File: src/rtl/alu_pkg.sv
// Shared types for the ALU op sequencer: operation encodings and FSM states.
package alu_pkg;

  typedef enum logic [2:0] {
    ALU_ADD = 3'b000,
    ALU_SUB = 3'b001,
    ALU_MUL = 3'b010,
    ALU_DIV = 3'b011,
    ALU_AND = 3'b100,
    ALU_OR  = 3'b101,
    ALU_SLL = 3'b110,
    ALU_SRL = 3'b111
  } alu_sel_t;

  typedef enum logic [1:0] {
    IDLE = 2'd0,
    DIV  = 2'd1,
    DONE = 2'd2
  } seq_state_t;

endpackage

File: src/rtl/alu_op_sequencer_div_step.sv
// One combinational step of an unsigned restoring divide.
// Shifts the next dividend bit into the partial remainder and subtracts the
// divisor when it fits, shifting the resulting quotient bit in at the bottom.
module div_step #(
  parameter int WIDTH = 32
) (
  input  logic [WIDTH-1:0] rem_in,
  input  logic [WIDTH-1:0] quo_in,
  input  logic [WIDTH-1:0] divisor,
  output logic [WIDTH-1:0] rem_out,
  output logic [WIDTH-1:0] quo_out
);

  logic [WIDTH:0] shifted;
  logic [WIDTH:0] diff;

  // Trial subtraction; rem_in < divisor keeps a non-negative diff within WIDTH bits.
  always_comb begin
    shifted = {rem_in, quo_in[WIDTH-1]};
    diff    = shifted - {1'b0, divisor};
    if (!diff[WIDTH]) begin
      rem_out = diff[WIDTH-1:0];
      quo_out = {quo_in[WIDTH-2:0], 1'b1};
    end else begin
      rem_out = shifted[WIDTH-1:0];
      quo_out = {quo_in[WIDTH-2:0], 1'b0};
    end
  end

endmodule

File: src/rtl/alu_op_sequencer.sv
// ALU op sequencer: single-cycle ops complete in one edge, DIV iterates a
// restoring step WIDTH times. Valid/ready handshake on both request and
// response, with back-to-back accept while a finished response retires.
module alu_op_sequencer
  import alu_pkg::*;
#(
  parameter int WIDTH = 32
) (
  input  logic             clk,
  input  logic             rst_n,
  input  logic             flush,
  input  logic             req_valid,
  output logic             req_ready,
  input  logic [2:0]       alu_sel,
  input  logic [WIDTH-1:0] op_a,
  input  logic [WIDTH-1:0] op_b,
  output logic             resp_valid,
  input  logic             resp_ready,
  output logic [WIDTH-1:0] result,
  output logic [WIDTH-1:0] remainder,
  output logic             zero,
  output logic             div_by_zero
);

  localparam int CW  = $clog2(WIDTH);
  localparam logic [CW-1:0] CNT_LAST = CW'(WIDTH - 1);

  seq_state_t       state_q, state_d;
  alu_sel_t         sel;
  logic [CW-1:0]    cnt_q;
  logic [WIDTH-1:0] result_q;     // quotient accumulator while dividing
  logic [WIDTH-1:0] remainder_q;  // partial remainder while dividing
  logic [WIDTH-1:0] divisor_q;
  logic             dbz_q;
  logic             accept;
  logic             is_div;
  logic [WIDTH-1:0] alu_out;
  logic [WIDTH-1:0] step_rem;
  logic [WIDTH-1:0] step_quo;

  assign sel        = alu_sel_t'(alu_sel);
  assign is_div     = (sel == ALU_DIV);
  assign req_ready  = (state_q == IDLE) | ((state_q == DONE) & resp_ready);
  assign accept     = req_valid & req_ready & ~flush;
  assign resp_valid = (state_q == DONE);
  assign result     = result_q;
  assign remainder  = remainder_q;
  assign zero       = (state_q == DONE) & (result_q == '0);
  assign div_by_zero = (state_q == DONE) & dbz_q;

  div_step #(.WIDTH(WIDTH)) u_div_step (
    .rem_in  (remainder_q),
    .quo_in  (result_q),
    .divisor (divisor_q),
    .rem_out (step_rem),
    .quo_out (step_quo)
  );

  // Single-cycle operation results, truncated to WIDTH.
  always_comb begin
    alu_out = '0;
    case (sel)
      ALU_ADD: alu_out = op_a + op_b;
      ALU_SUB: alu_out = op_a - op_b;
      ALU_MUL: alu_out = op_a * op_b;
      ALU_AND: alu_out = op_a & op_b;
      ALU_OR:  alu_out = op_a | op_b;
      ALU_SLL: alu_out = op_a << op_b[CW-1:0];
      ALU_SRL: alu_out = op_a >> op_b[CW-1:0];
      default: alu_out = '0;
    endcase
  end

  // State register.
  always_ff @(posedge clk or negedge rst_n) begin
    if (!rst_n) state_q <= IDLE;
    else        state_q <= state_d;
  end

  // Next-state logic; flush overrides everything.
  always_comb begin
    state_d = state_q;
    case (state_q)
      IDLE: begin
        if (accept) state_d = (is_div && op_b != '0) ? DIV : DONE;
      end
      DIV: begin
        if (cnt_q == '0) state_d = DONE;
      end
      DONE: begin
        if (accept)          state_d = (is_div && op_b != '0) ? DIV : DONE;
        else if (resp_ready) state_d = IDLE;
      end
      default: state_d = IDLE;
    endcase
    if (flush) state_d = IDLE;
  end

  // Operand capture, single-cycle results and divide iteration.
  always_ff @(posedge clk or negedge rst_n) begin
    if (!rst_n) begin
      cnt_q       <= '0;
      result_q    <= '0;
      remainder_q <= '0;
      dbz_q       <= 1'b0;
    end else if (accept) begin
      if (is_div && op_b == '0) begin
        result_q    <= '1;
        remainder_q <= op_a;
        dbz_q       <= 1'b1;
      end else if (is_div) begin
        result_q    <= op_a;
        remainder_q <= '0;
        cnt_q       <= CNT_LAST;
        dbz_q       <= 1'b0;
      end else begin
        result_q    <= alu_out;
        remainder_q <= '0;
        dbz_q       <= 1'b0;
      end
    end else if (state_q == DIV && !flush) begin
      result_q    <= step_quo;
      remainder_q <= step_rem;
      cnt_q       <= cnt_q - 1'b1;
    end
  end

  // Divisor only matters while dividing, so it carries no reset.
  always_ff @(posedge clk) begin
    if (accept) divisor_q <= op_b;
  end

endmodule

File: config.mk
export PLATFORM = sky130hd
export DESIGN_NAME = alu_op_sequencer
export DESIGN_NICKNAME = d
export VERILOG_FILES = /design/src/rtl/alu_pkg.sv /design/src/rtl/alu_op_sequencer_div_step.sv /design/src/rtl/alu_op_sequencer.sv
export SDC_FILE = /design/constraint.sdc
export NUM_CORES = 2
export LEC_CHECK = 0
export ABC_AREA = 1
export BUFFER_PORTS_ARGS = -buffer_cell sky130_fd_sc_hd__buf_2
export CELL_PAD_IN_SITES_DETAIL_PLACEMENT = 1
export CELL_PAD_IN_SITES_GLOBAL_PLACEMENT = 2
export CORE_MARGIN = 1.5
export CORE_UTILIZATION = 39
export DETAILED_ROUTE_END_ITERATION = 10
export PLACE_DENSITY = 0.93
export SYNTH_ARGS = -nofsm -noshare
export SYNTH_HDL_FRONTEND = slang
export SYNTH_SLANG_ARGS = --single-unit
File: constraint.sdc
create_clock -name clk -period 6.7 [get_ports clk]
set_clock_uncertainty 0.05 [all_clocks]
set_input_delay 0.67 -clock clk [delete_from_list [all_inputs] [get_ports clk]]
set_output_delay 0.67 -clock clk [all_outputs]
set_load 0.01 [all_outputs]
== Word-level counts from Yosys, hierarchy flattened ==
Cells that the tools add are included.

* Word-level logic and storage cells: 71
* Input port bits: 72
* Register bits: 104

* Eq/ne operators: 14
* Reductions and logical operators: 13
* Multipliers: 1
* Bitwise gates (word level): 9
* Add/sub/neg operators: 4
* Shift operators: 2
* Muxes and demuxes: 22

{| class="wikitable"
|+ Operator list
! operator !! number
|-
| 32-bit two-way mux || 8
|-
| 32-bit case mux with 7 select lines || 1
|-
| 32-bit zero test || 2
|-
| 33-bit by 32-bit subtractor with 33-bit output || 1
|-
| 32-bit adder || 1
|-
| 32-bit AND || 1
|-
| 32-bit by 32-bit multiplier with 32-bit output || 1
|-
| 32-bit bitwise OR || 1
|-
| 32-bit nonzero test || 1
|-
| 32-bit by 5-bit left shift with 32-bit output || 1
|-
| 32-bit by 5-bit right shift with 32-bit output || 1
|-
| 32-bit subtractor || 1
|-
| 5-bit two-way mux || 4
|-
| 3-bit equality test, second input constant || 4
|-
| 2-bit two-way mux || 6
|-
| 3-bit by 2-bit equality test with 1-bit output, second input constant || 2
|-
| 3-bit inequality test, second input constant || 2
|-
| 2-bit case mux with 3 select lines || 1
|-
| 3-bit AND reduction || 2
|-
| 1-bit AND || 5
|-
| 5-bit zero test || 1
|-
| 5-bit by 1-bit subtractor with 5-bit output, second input constant || 1
|-
| 4-bit by 2-bit inequality test with 1-bit output, second input constant || 1
|-
| 3-bit by 1-bit equality test with 1-bit output, second input constant || 1
|-
| 12 further kinds || 15
|}

== Logic depth before layout (Yosys ltp) ==
* Depth after elaboration: 8
* Depth in mapped cells: 39
* Gate-level depth less buffers: 36

== By module ==
From an unflattened synthesis, not the netlist that was laid out.

* Cells, all modules: 4,855
* Area total of the unflattened synthesis: 31,539.0 sq um

{| class="wikitable"
|+ Modules (own cells, without submodules)
! module !! sequential area each (sq um) !! cells an instance !! area an instance (sq um) !! times used
|-
| alu_op_sequencer || 2,762.6 || 4,143 || 28,055.7 || 1
|-
| div_step || 0.0 || 712 || 3,483.3 || 1
|}

== Worst setup path before layout ==
No wires, ideal clock.

* Path kind: in2reg
* Start: input op_b[2]
* End: register result_q[30], in the netlist result[30]
* Data required time: 6.573 ns
* Arrival: 7.452 ns
* Setup time: 0.077 ns
* Path buffers: 5
* Stages: 29
* Slack: -0.880 ns
* Path through: buf_2 -> buf_1 -> buf_2 -> buf_2 -> clkbuf_1 -> nand2_1 -> fa_1 -> inv_1 -> fa_1 -> inv_1 -> fa_1 -> inv_1 -> fa_1 -> fa_1 -> inv_1 -> fa_1 -> inv_1 -> fa_1 -> fa_1 -> ha_1 -> inv_1 -> nor3_1 -> nand2_1 -> o2111a_1 -> nand3_1 -> nand3_1 -> nand3_1 -> nand2_1 -> a21oi_1

* Cells in the longest elaborated chain, start to end: 5
* Elaborated cells on any way between the ends: 11
* Those cells by class: add/sub: 2; mul: 1; shift: 2; mux: 4; reduce/logical: 2

{| class="wikitable"
|+ Ends and longest elaborated chain
! item !! RTL line !! text
|-
| start: declaration || alu_op_sequencer.sv:16 || <nowiki>input logic [WIDTH-1:0] op_b,</nowiki>
|-
| 32-bit by 32-bit multiplier with 32-bit output, or another cell as far along || alu_op_sequencer.sv:65 || <nowiki>ALU_MUL: alu_out = op_a * op_b;</nowiki>
|-
| 32-bit case mux with 7 select lines || alu_op_sequencer.sv:62 || <nowiki>case (sel)</nowiki>
|-
| 32-bit two-way mux || alu_op_sequencer.sv:111 || <nowiki>end else if (is_div) begin</nowiki>
|-
| 32-bit two-way mux (*) || alu_op_sequencer.sv:107 || <nowiki>if (is_div && op_b == '0) begin</nowiki>
|-
| 32-bit two-way mux (*) || alu_op_sequencer.sv:106 || <nowiki>end else if (accept) begin</nowiki>
|-
| end signal: assignment || alu_op_sequencer.sv:112 || <nowiki>result_q <= op_a;</nowiki>
|-
| end signal: assignment || alu_op_sequencer.sv:117 || <nowiki>result_q <= alu_out;</nowiki>
|-
| end signal: assignment || alu_op_sequencer.sv:122 || <nowiki>result_q <= step_quo;</nowiki>
|-
| end: declaration || alu_op_sequencer.sv:31 || <nowiki>logic [WIDTH-1:0] result_q;</nowiki>
|}

Every way passes the cells marked *; elsewhere a longest branch is shown, timed or not.
A chain may end at the register's enable or synchronous reset.

== Worst setup path after layout ==
* Start: input op_b[2]
* End: register result_q[31], in the netlist result[31]

The elaborated chain is that of the path after synthesis.

==> metrics.txt <==
ys async rst share between 60% and 70%; io pins 140; Num CTS Buffers 9; Post-Syn Area roughly 30,000 um^2; RSZ-0062 raised after global routing true; TritonRoute pass-1 iters 6; worst stage delay on the critical path 0.62 ns; status finished, violations left; Avg WL per Cell between 20 and 25 um; Slew Limit Fails 0; Main synth FF type dfrtp_1; Compound-Gate Fraction of Synth Area between 10% and 20%; met3 wire length 11.5 mm; Sequential cell area 2760 um^2; number of antenna violations at the first check in global routing 11; drt drc 0; most common cell after layout, fill and taps aside nand2_1; GRT overflow 0; Seq/Total Area, Yosys under 10%; Yosys top cell area share between 20% and 30%; pin count of the biggest net entering global routing slightly below 70; slowest CP cell fa_1; Seq cells post-synth 104; share of layout cells above drive strength 1 ~16%; WS Path Type in2reg; Hold WC Path Type in2async; Crit Reg-Reg Startpoint result[31]$_DFFE_PN0P_; CTS sink cnt 104; initial core utilization 39.4%; failing checks setup timing; max_cap viols 0; area leader, netlist fa_1; global-route wire length before repair between 200 and 250 mm; max_slew headroom a little under a quarter; final WL 144 mm; row count 102; CTS tree built; Die H 283 um; dpl ws -1.07 ns; H-Tree Depth 3; simple-gate portion of the synthesized area 24.7%; Synth area leaders fa_1 27%, nand2_1 16%, inv_1 13%; GRT Overall Usage around 35%; 1st-iter DRT viols ~3,200; fill count ~10,000; setup slack after layout -0.449 ns; worst-margin pin slew approximately 1.2 ns; Setup crit end kind flop; syn nets around 5,300; most frequent cells in the layout 1,295 x nand2_1, 1,066 x inv_1, 386 x fa_1; vias in the first global route between 30,000 and 40,000; Detail Route Antenna Nets 0; met2 WL around 65 mm; input/output buffers between 100 and 150; CP arrival ~7.4 ns; clk buf depth 2; type of element launching the critical path primary input; hpwl dp about 120 mm; Tmin final a little over 7 ns; Syn-to-layout area delta 20.4%; vias per cell between 5 and 6; Fin. Hold Viols 0; Worst R2R End remainder[17]$_DFFE_PN0P_; mux contribution to synthesized area less than 1%; Worst-path clk slew about 0.080 ns; core area 77,500 um^2; die width around 280 um; largest family of logic cells by synthesized area adder cells; Yosys warning total 0; hold_buf cts 0; M1 wire length 56.4 mm; clock root buffer clkbuf_16; EDFF count, synth 32; unique cell type count in the Yosys netlist between 60 and 70; r2r worst-path depth 19; Crit Path Max Fanout 8; # setup viols final 12; Final Net Count between 5,000 and 6,000; DR vias 33,364; part of the cycle the worst path needs 107%; Reg2Reg Setup Slack 2.66 ns; Crit path top cell by count fa_1; Post-Synth XOR/XNOR Area between 1.5 and 2%; Avg Cell Area, Syn around 6.6 um^2; area of the multi-input gates roughly 24,000 um^2; Die ar. around 80,000 um^2; Worst Path Required 6.97 ns; max layer used met5; Syn Inst Count between 4,000 and 5,000; max frequency approximately 0.14 GHz; adder-cell share of the synthesized area a little over a third; Final GP Congestion roughly 1.1; clk_lat worst skew slightly below 0.4 ns
==> worst max path at each step <==
stage / from / end / slack (ns) / cells after the start
after floorplan: op_b[2] / result[27]$_DFFE_PN0P_ / -0.21 / 32
after global placement: op_a[10] / result[26]$_DFFE_PN0P_ / -0.99 / 32
after detailed placement: op_b[4] / result[26]$_DFFE_PN0P_ / -1.07 / 26
after CTS: op_b[3] / result[31]$_DFFE_PN0P_ / -0.22 / 29
after global routing: op_b[2] / result[31]$_DFFE_PN0P_ / -0.54 / 29
final: op_b[2] / result[31]$_DFFE_PN0P_ / -0.45 / 29
==> stage by stage <==
stage	hold WS (ns)	instances	cell area, um^2	TNS, ns	utilization (%)
2_1_floorplan	0.324	4622	30800	-1.23	-
3_3_place_gp	0.442	5959	34900	-14.80	45.0
3_5_place_dp	0.473	5959	34900	-17.18	45.0
4_1_cts	0.116	5987	35800	-1.84	46.2
5_1_grt	0.119	5997	36700	-5.23	47.4
6_report	0.120	6002	36700	-3.07	47.4
==> cell usage after synthesis, types with 19 or more instances <==
cell / number
nand2_1: 1331
inv_1: 1092
fa_1: 410
o21ai_0: 249
a21oi_1: 240
nand3_1: 209
ha_1: 192
nor2_1: 174
clkbuf_1: 98
dfrtp_1: 72
o21ai_1: 55
buf_2: 53
buf_1: 49
xor2_1: 43
o211ai_1: 37
edfxtp_1: 32
nor3_1: 30
xnor2_1: 21
nor4_1: 19
==> metal layers <==
metal | GRT usage [%] | vias up
li1 | - | 14699
met1 | 44.7 | 16670
met2 | 56.7 | 1502
met3 | 5.95 | 485
met4 | 21.8 | 8
met5 | 1.04 | -
==> worst max-delay path, delay by kind of cell <==
kind | cells | cell delay [ns]
AO/OA/AOI/OAI | 6 | 0.97
AND/OR/NAND/NOR | 7 | 0.59
buffers and inverters | 7 | 0.64
adder cells (fa/ha/maj) | 9 | 4.55
==> layout make-up <==
type	count	share of cell area, %
Tap cell	1040	3.55
Antenna cell	6	0.0409
Clock inverter	6	0.143
Multi-Input combinational cell	3198	64.6
Clock buffer	10	0.624
Sequential cell	104	7.53
Inverter	1104	11.3
Timing Repair Buffer	534	12.2
==> flip-flops by register name, summed over array words and instances, names as in the netlist <==
| name | count |
|---|---|
| remainder | 32 |
| dbz_q | 1 |
| result | 32 |
| cnt_q | 5 |
| state_q | 2 |
| divisor_q | 32 |
==> what timing repair did <==
action	CTS	global route
setup endpoints to repair	22	22
setup buffers	12	13
gates resized for setup	128	216
gates cloned	0	0
pin swaps	53	127
==> cells by family after synthesis <==
group,after synthesis
mux,12
fa+ha+maj,602
simple gates,1837
buf+inv,1320
flops,104
compound gates,683
xor+xnor,64
Power is left out: the tool's default activity adds up to more than one toggle a clock period on the data nets, which glitch-free logic cannot reach.
